## src/rtl/mile_counter.sv

```systemverilog
// Taxi meter odometer: counts distance units from wheel pulses and
// waiting units from idle seconds, per trip.
module mile_counter #(
    parameter int PPU      = 10,
    parameter int WAIT_SEC = 60
) (
    input  logic        CLK,
    input  logic        RST,
    input  logic        START,
    input  logic        WHEEL,
    input  logic        TICK,
    output logic [12:0] Mile,
    output logic [7:0]  Wait,
    output logic        Running
);

    typedef enum logic [1:0] {
        IDLE = 2'd0,
        RUN  = 2'd1,
        HOLD = 2'd2
    } state_t;

    localparam logic [7:0]  PCNT_MAX = 8'(PPU - 1);
    localparam logic [7:0]  SCNT_MAX = 8'(WAIT_SEC - 1);
    localparam logic [12:0] MILE_MAX = 13'h1FFF;
    localparam logic [7:0]  WAIT_MAX = 8'hFF;

    state_t      state;
    state_t      state_nx;
    logic        sync1;
    logic        sync2;
    logic        wedge;
    logic        wevt;
    logic        armed;
    logic [1:0]  fill;
    logic [7:0]  pcnt;
    logic [7:0]  scnt;
    logic        trip_start;
    logic        counting;

    // A rise only counts once a genuine low has been sampled after reset,
    // so a wheel already high at release never yields a spurious pulse.
    always_ff @(posedge CLK or posedge RST) begin
        if (RST) begin
            sync1 <= 1'b0;
            sync2 <= 1'b0;
            wedge <= 1'b0;
            wevt  <= 1'b0;
            armed <= 1'b0;
            fill  <= 2'b00;
        end else begin
            sync1 <= WHEEL;
            sync2 <= sync1;
            wedge <= sync2;
            fill  <= {fill[0], 1'b1};
            if (fill[1] && !sync2)
                armed <= 1'b1;
            wevt  <= sync2 & ~wedge & armed;
        end
    end

    always_ff @(posedge CLK or posedge RST) begin
        if (RST)
            state <= IDLE;
        else
            state <= state_nx;
    end

    always_comb begin
        state_nx = state;
        unique case (state)
            IDLE:    if (START)  state_nx = RUN;
            RUN:     if (!START) state_nx = HOLD;
            HOLD:    if (START)  state_nx = RUN;
            default: state_nx = IDLE;
        endcase
    end

    always_comb begin
        Running = (state == RUN);
    end

    assign trip_start = (state != RUN) && (state_nx == RUN);
    assign counting   = (state == RUN) && (state_nx == RUN);

    // Wheel activity wins over the second strobe and restarts the idle count.
    always_ff @(posedge CLK or posedge RST) begin
        if (RST) begin
            Mile <= '0;
            Wait <= '0;
            pcnt <= '0;
            scnt <= '0;
        end else if (trip_start) begin
            Mile <= '0;
            Wait <= '0;
            pcnt <= '0;
            scnt <= '0;
        end else if (counting) begin
            if (wevt) begin
                scnt <= '0;
                if (pcnt == PCNT_MAX) begin
                    pcnt <= '0;
                    if (Mile != MILE_MAX)
                        Mile <= Mile + 13'd1;
                end else begin
                    pcnt <= pcnt + 8'd1;
                end
            end else if (TICK) begin
                if (scnt == SCNT_MAX) begin
                    scnt <= '0;
                    if (Wait != WAIT_MAX)
                        Wait <= Wait + 8'd1;
                end else begin
                    scnt <= scnt + 8'd1;
                end
            end
        end
    end

endmodule

```

## config.mk

```make
export PLATFORM = sky130hd
export DESIGN_NAME = mile_counter
export DESIGN_NICKNAME = d
export VERILOG_FILES = /design/src/rtl/mile_counter.sv
export SDC_FILE = /design/constraint.sdc
export NUM_CORES = 1
export LEC_CHECK = 0
export BUFFER_PORTS_ARGS = -buffer_cell sky130_fd_sc_hd__buf_2
export CAP_MARGIN = 30
export CELL_PAD_IN_SITES_DETAIL_PLACEMENT = 1
export CELL_PAD_IN_SITES_GLOBAL_PLACEMENT = 2
export CORE_ASPECT_RATIO = 0.6
export CORE_UTILIZATION = 39
export CTS_CLUSTER_DIAMETER = 60
export DETAILED_ROUTE_END_ITERATION = 6
export HOLD_SLACK_MARGIN = 0.12
export PLACE_DENSITY_LB_ADDON = 0.1
export SYNTH_ARGS = -nofsm -noshare
export SYNTH_HDL_FRONTEND = slang
export SYNTH_SLANG_ARGS = --single-unit
```

## constraint.sdc

```tcl
create_clock -name CLK -period 3.3 [get_ports CLK]
set_input_delay 0.825 -clock CLK [delete_from_list [all_inputs] [get_ports CLK]]
set_output_delay 0.825 -clock CLK [all_outputs]
set_load 0.02 [all_outputs]
```

Yosys cells after proc, flatten, opt, wreduce, memory -nomap -nowiden --
Index checks and enable logic that the tools add are counted.
Operators by class: $add $sub $neg 4, multiply operators 0, divide/modulo/power cells 0, order comparisons 0, equal/unequal tests 9, shift-type cells 0, multiplexer cells 23, bitwise gates (word level) 3, reductions and logical operators 18
Operators with widths (number):
- 8-bit 2-to-1 mux | 15
- 13-bit 2-to-1 mux | 5
- 8-bit by 1-bit adder with 8-bit output (second input constant) | 3
- 2-bit nonzero test | 7
- 13-bit by 1-bit adder with 13-bit output (second input constant) | 1
- 13-bit inequality test (second input constant) | 1
- 8-bit by 4-bit equality test with 1-bit output (second input constant) | 1
- 8-bit by 6-bit equality test with 1-bit output (second input constant) | 1
- 8-bit inequality test (second input constant) | 1
- 5-bit AND reduction | 1
- 2-bit by 1-bit equality test with 1-bit output (second input constant) | 2
- 2-bit 2-to-1 mux | 2
- 2-bit by 1-bit inequality test with 1-bit output (second input constant) | 2
- 2-bit case mux with 2 select lines | 1
- 2-bit AND reduction | 2
- 4-bit AND reduction | 1
- 1-bit logical AND | 3
- 3-bit nonzero test | 1
- 1-bit AND | 2
- 2-bit equality test (second input constant) | 1
- 2-bit zero test | 1
- 2-bit OR reduction | 1
- 1-bit zero test | 1
- 1-bit inverter | 1
Word-level totals: bits in registers 46, bits in latches 0, memory bits (writable) 0, bits in read-only memories 0, bits of input ports 5, output and inout bits 22, memories 0

Longest topological paths before layout --
Gate-level depths: netlist of run 1.
depth after elaboration 7, mapped depth 9, gate-level depth less buffers 7

Least setup slack after synthesis of run 1 --
OpenSTA, ideal clock, no wires.
path type input port to flip-flop, start in START, end reg Wait[3], setup time 0.078 ns, arrival 2.018 ns, slack 1.205 ns, cell stages on the path 5, cells stage by stage a21boi_2 nand4_4 or3_4 or3_1 a21oi_1
On the way: longest elaborated chain between the ends 6, elaborated cells on any way between the ends 13
RTL lines:
- start, declared | RTL line 9 | input logic START,
- 2-bit 2-to-1 mux, on equally long branches | RTL line 72, 74, 73
- 2-bit case mux with 2 select lines * | RTL line 71 | unique case (state)
- 2-bit by 1-bit equality test with 1-bit output * | RTL line 83, 84
- 1-bit logical AND, on equally long branches | RTL line 83, 84
- 2-bit by 1-bit inequality test with 1-bit output (no line) or 2-bit nonzero test (tied branches)
- 5-bit AND reduction (no line)
- end signal, assigned | RTL line 112 | Wait <= Wait + 8'd1;
- end, declared | RTL line 13 | output logic [7:0] Wait,
Mark *: on every way between the ends. The rest lies on a longest branch, timed or not. A chain may end at the register's enable or synchronous reset.

Worst setup path after layout of run 1 --
start reg pcnt[0], end reg Mile[11]
On the way: longest elaborated chain between the ends 3
RTL lines:
- start, declared | RTL line 36 | logic [7:0] pcnt;
- start signal, assigned | RTL line 106 | pcnt <= pcnt + 8'd1;
- 8-bit by 4-bit equality test with 1-bit output | RTL line 101 | if (pcnt == PCNT_MAX) begin
- 2-bit nonzero test (no line)
- 4-bit AND reduction (no line)
- end signal, assigned | RTL line 104 | Mile <= Mile + 13'd1;
- end, declared | RTL line 12 | output logic [12:0] Mile,
Every way passes these cells.

==> out/qor.csv, run 1 <==
metric,value,unit
Sink Count,46,
Final Setup Violations,0,
Post-CTS Hold Fix Bufs,0,
Via Count,1811,
worst reg2reg startpoint,pcnt[0]$_DFFE_PP0P_,
combinational power share,14.2,%
Post-CTS Setup Inserts,0,
Die X,101,um
top post-synthesis cells by count,"dfrtp_1, nand2_1, nor2_1",
clk buf depth,2,
final hold viol count,0,
gr usage total,18.9,%
Post-synth EDFFs,0,
vias in the first global route,1805,
Peak Freq,0.445,GHz
critical path endpoint category,flip-flop,
Post-Syn Instances,229,
DRT iter0 DRCs,39,
Core Rows,21,
setup TNS,0,ns
RSZ-0062 raised after global routing,false,
IO Port Bufs,26,
die area,6180,um2
core footprint,5600,um2
Synth cell types,47,
switch share,28.5,%
Final GP Congestion,0.694,
Max-cap violations,0,
Syn Nets,239,
IO Pins,27,
pin count of the biggest net entering global routing,31,
crit path time final,2.25,ns
Worst-path clk slew,0.09,ns
post-DP HPWL,3.79,mm
Worst Hold Class,flip-flop to flip-flop,
startpoint class of the critical path,flip-flop,
DRC,0,
most common flop cell mapped by yosys,dfrtp_1,
Nets,270,
Ant. Diodes,0,
final core utilization,47.2,%
Worst Path Required,3.53,ns
P_sw,0.000368,W
Mapped Area,2280,um2
Clk network pwr share,33.7,%
post-synthesis register bit count,46,
top post-synthesis cells by area,"dfrtp_1, nand2_1, nor2_1",
Rel. slew slack,59.6,%
global-route wire length before repair,8.81,mm
die height,61.3,um
top cell type's share of synthesized area,50.4,%
Clock Latency Late Sink,0.30,ns
initial antenna violation count,0,
max-slew violations,0,
worst slew pin tran,0.601,ns
Crit Path Category,flip-flop to flip-flop,
final global-route overflow total,0,
Post-DRT Antenna Nets,0,
"count leader, synth",dfrtp_1,
Reg2Reg Setup Slack,1.05,ns
Leak,1.17,nW
"FFs w/ async S/R, synth",100,%
"Data arrival, critical path",2.48,ns
mean post-synth cell area,9.97,um2
worst clock skew,0.00699,ns
Reg power frac,52.2,%
P_int,0.000922,W
Root Buffer,clkbuf_8,
Hold Crit Start,sync1$_DFF_PP0_,
period utilization,68.2,%
# resized after CTS,0,
share of layout cells above drive strength 1,17.3,%
total power,0.00129,W
via/cell ratio,5.33,
CTS tree,done,
"Seq/Total Area, Yosys",50.4,%
CTS buffer count,5,
Area Growth Syn to Fin,15.6,%
leading area contributor after synthesis,dfrtp_1,
Ys Warns,0,
final WL,5.26,mm
CP max FO,20,
VDD IR max,0.000178,V
H-tree depth,2,
CP Launch Point,pcnt[0]$_DFFE_PP0P_,
power per cell area,489,nW/um2
Initial Utilization,40.8,%
drt wl/cell,15.5,um
DRT Pass-1 Iters,4,
outcome,finished clean,
-- kinds of logic after synthesis --
| logic type | after synthesis | share of synthesized area (%) |
|---|---|---|
| muxes | 1 | 0.438 |
| adders and majority gates | 5 | 2.74 |
| other | 1 | 0.164 |
| DFF | 46 | 50.4 |
| xor gates and xnor gates | 12 | 4.60 |
| buffers and inverters | 10 | 1.75 |
| AOI/OAI and AO/OA | 52 | 14.9 |
| and+or+nand+nor | 102 | 25.0 |
-- final timing paths --
kind | end | cells past startpoint
setup / recovery | Mile[11]$_DFFE_PP0P_ | 7
hold / removal | sync2$_DFF_PP0_ | 0
setup reg to reg | Mile[11]$_DFFE_PP0P_ | 7
hold reg to reg | sync2$_DFF_PP0_ | 0
max in group asynchronous | scnt[1]$_DFFE_PP0P_ | 3
min in group asynchronous | wedge$_DFF_PP0_ | 2
-- routing by layer --
layer  share of wire [%]  global-route usage, %  vias to the layer above  wire length (um)
met3                 2.5                   3.86                        5               132
li1                    -                      -                      893                 -
met1                  56                   27.9                      892              2920
met4                0.97                   6.21                        0                51
met5                   0                      0                        -                 0
met2                  41                   27.9                       21              2150
-- area by class of cell --
cell class              count  area, um2
well taps                  80        100
inverters                   5       18.8
multi-input cells         173       1090
repair buffers             29        165
flip-flops and latches     46       1150
fillers                   658       2960
clock inverters             1       30.0
clock buffers               6       82.6
-- flip-flops by register name, summed over array words and instances (netlist names) --
register,cells
Mile,13
Wait,8
pcnt,8
scnt,8
fill,2
state,2
armed,1
sync1,1
sync2,1
wedge,1
wevt,1
-- per-stage QoR --
step / cells / hold WS, ns / instance area (um2) / setup slack, ns
floorplan: 229 / 0.331 / 2280 / 1.20
global placement: 332 / 0.333 / 2510 / 0.929
detailed placement: 333 / 0.337 / 2530 / 0.867
CTS: 340 / 0.357 / 2640 / 1.04
global route: 340 / 0.367 / 2640 / 0.927
finish: 340 / 0.355 / 2640 / 1.05
-- power groups by stage --
stage          clock network, W  registers (W)  logic (W)
6_report               0.000435       0.000673   0.000183
5_1_grt                0.000470       0.000682   0.000213
4_1_cts                0.000448       0.000674   0.000187
3_5_place_dp                  0       0.000684   0.000186
3_3_place_gp                  0       0.000683   0.000182
2_1_floorplan                 0       0.000682   0.000119
-- worst max-delay path, cell delays in order, from the launching register on --
cell	delay (ns)
dfrtp_1	0.46
ha_1	0.18
nand4bb_1	0.15
o41ai_2	0.34
o211ai_1	0.15
buf_4	0.23
or4_1	0.51
a21oi_1	0.16
-- cells in the final DEF (no fill, tap or decap), types with 2 or more instances in the layout --
cell type and instances:
inv_1 4, nand2b_1 2, nor3_1 6, or2_2 2
nand4_1 5, nor2b_1 6, a21oi_1 12, nor2_1 20
and4_1 2, buf_4 2, nor4_1 3, o31ai_1 7
xor2_1 5, o21a_1 3, nand3_1 13, and3_1 3
o21ai_1 8, or3_1 7, buf_2 26, clkbuf_8 6
o21ai_0 10, ha_1 5, or4_1 5, nand2_1 20
dfrtp_1 46, xnor2_1 7
(Power assumes the default switching activity.)
==> inputs of run 2 (changes only) <==
--- a/config.mk
+++ b/config.mk
@@ -5,12 +5,13 @@
 export SDC_FILE = /design/constraint.sdc
 export NUM_CORES = 1
 export LEC_CHECK = 0
+export ABC_AREA = 1
 export BUFFER_PORTS_ARGS = -buffer_cell sky130_fd_sc_hd__buf_2
 export CAP_MARGIN = 30
 export CELL_PAD_IN_SITES_DETAIL_PLACEMENT = 1
 export CELL_PAD_IN_SITES_GLOBAL_PLACEMENT = 2
 export CORE_ASPECT_RATIO = 0.6
-export CORE_UTILIZATION = 39
+export CORE_UTILIZATION = 30
 export CTS_CLUSTER_DIAMETER = 60
 export DETAILED_ROUTE_END_ITERATION = 6
 export HOLD_SLACK_MARGIN = 0.12
==> constraint.sdc (replaced) <==
create_clock -name CLK -period 1.9 [get_ports CLK]
set_input_delay 0.475 -clock CLK [delete_from_list [all_inputs] [get_ports CLK]]
set_output_delay 0.475 -clock CLK [all_outputs]
set_load 0.02 [all_outputs]
==> out/qor.csv, run 2 <==
metric,value,unit,change
initial antenna violation count,0,,unchanged
top post-synthesis cells by count,"nand2_1, nor2_1, dfrtp_1",,"was dfrtp_1, nand2_1, nor2_1"
Die X,123,um,was 101 um
power per cell area,998,nW/um2,was 489 nW/um2
Ant. Diodes,0,,unchanged
Post-Syn Instances,372,,was 229
Worst Hold Class,input port to async pin,,was flip-flop to flip-flop
share of layout cells above drive strength 1,14.5,%,was 17.3%
final global-route overflow total,0,,unchanged
die height,74.5,um,was 61.3 um
startpoint class of the critical path,flip-flop,,unchanged
DRC,0,,unchanged
CTS tree,done,,unchanged
Crit path top cell by count,nand2_1,,
worst clock skew,0.00712,ns,was 0.00699 ns
post-DP HPWL,5.42,mm,was 3.79 mm
setup TNS,0,ns,unchanged
Synth cell types,25,,was 47
"count leader, synth",nand2_1,,was dfrtp_1
Reg2Reg Setup Slack,0.18,ns,was 1.05 ns
final hold viol count,0,,unchanged
"FFs w/ async S/R, synth",100,%,unchanged
Area Growth Syn to Fin,20.4,%,was 15.6%
Root Buffer,clkbuf_16,,was clkbuf_8
Initial Utilization,30.9,%,was 40.8%
gr usage total,17.3,%,was 18.9%
"commonest non-fill, non-tap cell in the layout",nand2_1,,was dfrtp_1
placed inst area,2990,um2,was 2530 um2
CTS buffer count,5,,unchanged
via/cell ratio,4.66,,was 5.33
Peak Freq,0.581,GHz,was 0.445 GHz
Final GP Congestion,0.751,,was 0.694
Clock Latency Late Sink,0.29,ns,was 0.30 ns
H-tree depth,2,,unchanged
Leak,1.60,nW,was 1.17 nW
number of flip-flops in the largest register,13,,unchanged
core footprint,8520,um2,was 5600 um2
most frequent cells in the layout,"nand2_1, nor2_1, dfrtp_1",,"was dfrtp_1, buf_2, nor2_1, nand2_1, nand3_1"
VDD IR max,0.000385,V,was 0.000178 V
Worst-path clk slew,0.06,ns,was 0.09 ns
"Largest stage delay, worst path",0.45,ns,was 0.51 ns
Nets,422,,was 270
pin count of the biggest net entering global routing,47,,was 31
outcome,finished clean,,unchanged
Mapped Area,2630,um2,was 2280 um2
clk buf depth,2,,unchanged
Via Count,2445,,was 1811
Post-CTS Hold Fix Bufs,0,,unchanged
global-route wire length before repair,11.7,mm,was 8.81 mm
drt wl/cell,13.6,um,was 15.5 um
Final Instance Area,3170,um2,was 2640 um2
post-synthesis register bit count,46,,unchanged
Post-CTS Setup Inserts,0,,unchanged
die area,9160,um2,was 6180 um2
Rel. slew slack,63.0,%,was 59.6%
"Data arrival, critical path",1.89,ns,was 2.48 ns
Post-synth EDFFs,0,,unchanged
CP max FO,13,,was 20
Crit Path Category,flip-flop to flip-flop,,unchanged
critical path endpoint category,flip-flop,,unchanged
mean post-synth cell area,7.07,um2,was 9.97 um2
final WL,7.16,mm,was 5.26 mm
top cell type's share of synthesized area,43.7,%,was 50.4%
DRT iter0 DRCs,100,,was 39
leading area contributor after synthesis,dfrtp_1,,unchanged
Core Rows,26,,was 21
Max-cap violations,0,,unchanged
CP cell instances,ha_4 > nand2_1 > nor2_2 > nand2_1 > nor2_2 > nor2_4 > buf_12 > nand2_1 > o21ai_0,,was ha_1 > nand4bb_1 > o41ai_2 > o211ai_1 > buf_4 > or4_1 > a21oi_1
Sink Count,46,,unchanged
"Slowest-stage cell, CP",dfrtp_1,,was or4_1
Worst Path Required,2.07,ns,was 3.53 ns
WHS,0.204,ns,was 0.355 ns
Top reg by flops,Mile,,unchanged
vias in the first global route,2250,,was 1805
max-slew violations,0,,unchanged
DRT Pass-1 Iters,4,,unchanged
IO Pins,27,,unchanged
top post-synthesis cells by area,"dfrtp_1, nand2_1, nor2_1",,unchanged
Ys Warns,0,,unchanged
Post-DRT Antenna Nets,0,,unchanged
crit path time final,1.72,ns,was 2.25 ns
IO Port Bufs,26,,unchanged
Syn Nets,382,,was 239
worst slew pin tran,0.553,ns,was 0.601 ns
"Seq/Total Area, Yosys",43.7,%,was 50.4%
RSZ-0062 raised after global routing,false,,unchanged
Final Setup Violations,0,,unchanged
most common flop cell mapped by yosys,dfrtp_1,,unchanged
period utilization,90.5,%,was 68.2%
run 2: cell count changes after synthesis, moves of 5 or more:
cell	delta
nor2_1	+34
nand3_1	+24
o31ai_1	-7
nand4_1	+7
nand2_1	+97
a21oi_1	-6
or3_1	-7
or4_1	-5
xnor2_1	-5
nor2b_1	-6
inv_1	+40
run 2: area by class of cell:
cell class	instances	area, um2
flip-flops and latches	46	1150
multi-input cells	275	1300
fillers	1083	5360
inverters	47	176
clock buffers	8	166
repair buffers	37	238
well taps	112	140
run 2: critical path: cells and delay by family, from the launching register on:
kind | cells | cell delay, ns
adders and majority gates | 1 | 0.21
buffers and inverters | 1 | 0.15
AOI/OAI and AO/OA | 1 | 0.08
DFF | 1 | 0.45
and+or+nand+nor | 6 | 0.71
run 2: power by group:
group,switching (W),internal (W),total [W]
clock,0.000377,0.000596,0.000973
combinational,0.000508,0.000298,0.000807
sequential,0.000231,0.00115,0.00138
run 2: kinds of logic (layout without fill, tap and decap cells):
| logic type | Yosys count | in the layout | synth area share, % |
|---|---|---|---|
| AO/OA/AOI/OAI | 28 | 28 | 5.61 |
| XOR/XNOR | 4 | 4 | 1.33 |
| adder cells (fa/ha/maj) | 5 | 5 | 2.38 |
| buffers and inverters | 51 | 92 | 7.56 |
| flip-flops | 46 | 46 | 43.7 |
| other | 1 | 1 | 0.143 |
| AND/OR/NAND/NOR | 237 | 237 | 39.2 |
run 2: what timing repair did:
action                     CTS  global route
hold endpoints to repair     0             0
setup endpoints to repair    0            11
gates resized for setup      0             3
run 2: final timing paths:
| path | start | endpoint | cells after the start |
|---|---|---|---|
| worst max-delay path | Mile[1]$_DFFE_PP0P_ | Mile[6]$_DFFE_PP0P_ | 9 |
| worst min-delay path | RST | Mile[7]$_DFFE_PP0P_ | 3 |
| worst max register to register | Mile[1]$_DFFE_PP0P_ | Mile[6]$_DFFE_PP0P_ | 9 |
| worst min register to register | fill[0]$_DFF_PP0_ | fill[1]$_DFF_PP0_ | 0 |
| max in group asynchronous | RST | Mile[0]$_DFFE_PP0P_ | 3 |
| min in group CLK | WHEEL | sync1$_DFF_PP0_ | 1 |
run 2: per-stage QoR:
step	total power [W]	instances	worst slack [ns]	util (%)
after floorplan	0.00189	372	0.148	-
after global placement	0.00219	517	0.0732	35.0
after detailed placement	0.00219	517	0.0494	35.0
after CTS	0.00319	525	0.0306	37.0
after global routing	0.00340	525	0.0321	37.2
final	0.00316	525	0.180	37.2
run 2: routing by layer:
layer | global-route usage, % | routed length, um | vias up
met1 | 27.0 | 4200 | 1164
met5 | 0 | 0 | -
met2 | 22.7 | 2680 | 19
met4 | 6.10 | 99 | 0
li1 | - | - | 1255
met3 | 3.76 | 182 | 7
==> inputs of run 3 (changes only) <==
--- a/config.mk
+++ b/config.mk
@@ -11,7 +11,7 @@
 export CELL_PAD_IN_SITES_DETAIL_PLACEMENT = 1
 export CELL_PAD_IN_SITES_GLOBAL_PLACEMENT = 2
 export CORE_ASPECT_RATIO = 0.6
-export CORE_UTILIZATION = 30
+export CORE_UTILIZATION = 33
 export CTS_CLUSTER_DIAMETER = 60
 export DETAILED_ROUTE_END_ITERATION = 6
 export HOLD_SLACK_MARGIN = 0.12
==> constraint.sdc (replaced) <==
create_clock -name CLK -period 1.7 [get_ports CLK]
set_input_delay 0.425 -clock CLK [delete_from_list [all_inputs] [get_ports CLK]]
set_output_delay 0.425 -clock CLK [all_outputs]
set_load 0.02 [all_outputs]
==> out/qor.csv, run 3 (synthesized netlist as in run 2, its figures left out) <==
metric,value,unit,change
Worst-path clk slew,0.06,ns,about the same
Peak Freq,0.638,GHz,was 0.581 GHz
outcome,finished clean,,unchanged
Post-DRT Antenna Nets,0,,unchanged
Die X,117,um,was 123 um
power per cell area,1090,nW/um2,was 998 nW/um2
Worst Hold Class,input port to async pin,,unchanged
P_int,0.00230,W,was 0.00204 W
Crit Path Category,flip-flop to flip-flop,,unchanged
core footprint,7480,um2,was 8520 um2
CP max FO,9,,was 13
worst clock skew,0.00966,ns,was 0.00712 ns
share of layout cells above drive strength 1,19.4,%,was 14.5%
Nets,444,,was 422
period utilization,92.2,%,was 90.5%
P_sw,0.00128,W,was 0.00112 W
global-route wire length before repair,12.6,mm,was 11.7 mm
initial antenna violation count,0,,unchanged
IO Port Bufs,26,,unchanged
Leak,1.69,nW,was 1.60 nW
Rel. slew slack,64.6,%,was 63.0%
H-tree depth,2,,unchanged
total power,0.00359,W,was 0.00316 W
startpoint class of the critical path,flip-flop,,unchanged
post-DP HPWL,6.03,mm,was 5.42 mm
crit path time final,1.57,ns,was 1.72 ns
vias in the first global route,2505,,was 2250
DRT Pass-1 Iters,4,,unchanged
critical path endpoint category,flip-flop,,unchanged
Area Growth Syn to Fin,24.8,%,was 20.4%
die area,8350,um2,was 9160 um2
VDD IR max,0.000437,V,was 0.000385 V
most frequent cells in the layout,"nand2_1, nor2_1, inv_1",,"was nand2_1, nor2_1, dfrtp_1"
via/cell ratio,4.75,,was 4.66
Final GP Congestion,0.780,,was 0.751
Core Rows,24,,was 26
switch share,35.8,%,was 35.3%
Clock Latency Late Sink,0.29,ns,about the same
Root Buffer,clkbuf_16,,unchanged
CTS buffer count,5,,unchanged
Ant. Diodes,0,,unchanged
Clk network pwr share,27.4,%,was 30.8%
Top reg by flops,Mile,,unchanged
IO Pins,27,,unchanged
final global-route overflow total,0,,unchanged
DRT iter0 DRCs,105,,was 100
"commonest non-fill, non-tap cell in the layout",nand2_1,,unchanged
drt wl/cell,14.3,um,was 13.6 um
Worst Path Required,1.87,ns,was 2.07 ns
final hold viol count,0,,unchanged
final WL,7.70,mm,was 7.16 mm
Sink Count,46,,unchanged
gr usage total,20.1,%,was 17.3%
RSZ-0062 raised after global routing,false,,unchanged
CTS tree,done,,unchanged
worst slew pin tran,0.527,ns,was 0.553 ns
Via Count,2556,,was 2445
fill count,975,,was 1083
combinational power share,31.7,%,was 25.5%
Initial Utilization,35.2,%,was 30.9%
"Data arrival, critical path",1.74,ns,was 1.89 ns
setup TNS,0,ns,unchanged
clk buf depth,2,,unchanged
pin count of the biggest net entering global routing,20,,was 47
DRC,0,,unchanged
Final Setup Violations,0,,unchanged
max-slew violations,0,,unchanged
Max-cap violations,0,,unchanged
Post-CTS Hold Fix Bufs,0,,unchanged
die height,71.2,um,was 74.5 um
WHS,0.111,ns,was 0.204 ns
number of flip-flops in the largest register,13,,unchanged
Reg power frac,41.0,%,was 43.7%
-- run 3: cell count changes in the layout (fill, tap and decap cells not counted), moves of 2 or more --
cell | before | now
buf_4 | 9 | 32
dfrtp_1 | 46 | 43
dfrtp_2 | 0 | 3
clkbuf_8 | 3 | 1
-- run 3: final timing paths --
kind | start | endpoint | slack (ns) | depth (start not counted)
worst max register to register | Mile[2]$_DFFE_PP0P_ | Mile[8]$_DFFE_PP0P_ | 0.13 | 8
worst max-delay path | Mile[2]$_DFFE_PP0P_ | Mile[8]$_DFFE_PP0P_ | 0.13 | 8
min in group CLK | WHEEL | sync1$_DFF_PP0_ | 0.25 | 1
worst min register to register | fill[0]$_DFF_PP0_ | fill[1]$_DFF_PP0_ | 0.35 | 0
max in group asynchronous | RST | Wait[1]$_DFFE_PP0P_ | 1.11 | 3
worst min-delay path | RST | Mile[10]$_DFFE_PP0P_ | 0.11 | 2
-- run 3: metrics by stage --
step | instances | setup WS (ns) | utilization, % | cell area, um2
global route | 538 | 0.0168 | 43.9 | 3280
CTS | 537 | 0.0543 | 43.7 | 3270
finish | 538 | 0.132 | 43.9 | 3280
detailed placement | 530 | 0.00890 | 41.8 | 3130
floorplan | 372 | 0.0634 | - | 2640
global placement | 530 | 0.0432 | 41.8 | 3130
-- run 3: worst max-delay path: stages (launching register included) --
cell and delay, ns:
dfrtp_1 0.48, nand2_1 0.15, nor2_2 0.14, nand2_1 0.11, nor2_2 0.20, nor2_4 0.06
buf_4 0.16, nand2_1 0.06, o21ai_0 0.08
-- run 3: power by group through the flow --
stage | Combinational, W | Sequential (W) | Clock, W
after global placement | 0.00110 | 0.00148 | 0
final | 0.00114 | 0.00147 | 0.000982
after detailed placement | 0.00113 | 0.00149 | 0
after floorplan | 0.000507 | 0.00161 | 0
after global routing | 0.00128 | 0.00151 | 0.00106
after CTS | 0.00115 | 0.00147 | 0.00102
-- run 3: repair_timing --
item                       CTS  global route
setup endpoints to repair    0            16
gates resized for setup      0             3
setup buffers                0             1
-- run 3: metal layers --
metal / vias to the layer above / routed length (um) / GRT usage (%)
li1: 1292 / - / -
met1: 1233 / 4370 / 32.4
met2: 26 / 3010 / 26.6
met3: 5 / 252 / 4.11
met4: 0 / 65 / 5.06
met5: - / 0 / 0
-- run 3: final cells by class --
class,instances,area (um2),area share [%]
clock buffers,7,143,4.34
inverters,47,176,5.37
multi-input cells,275,1290,39.3
flip-flops and latches,46,1150,35.2
well taps,104,130,3.96
repair buffers,59,390,11.9
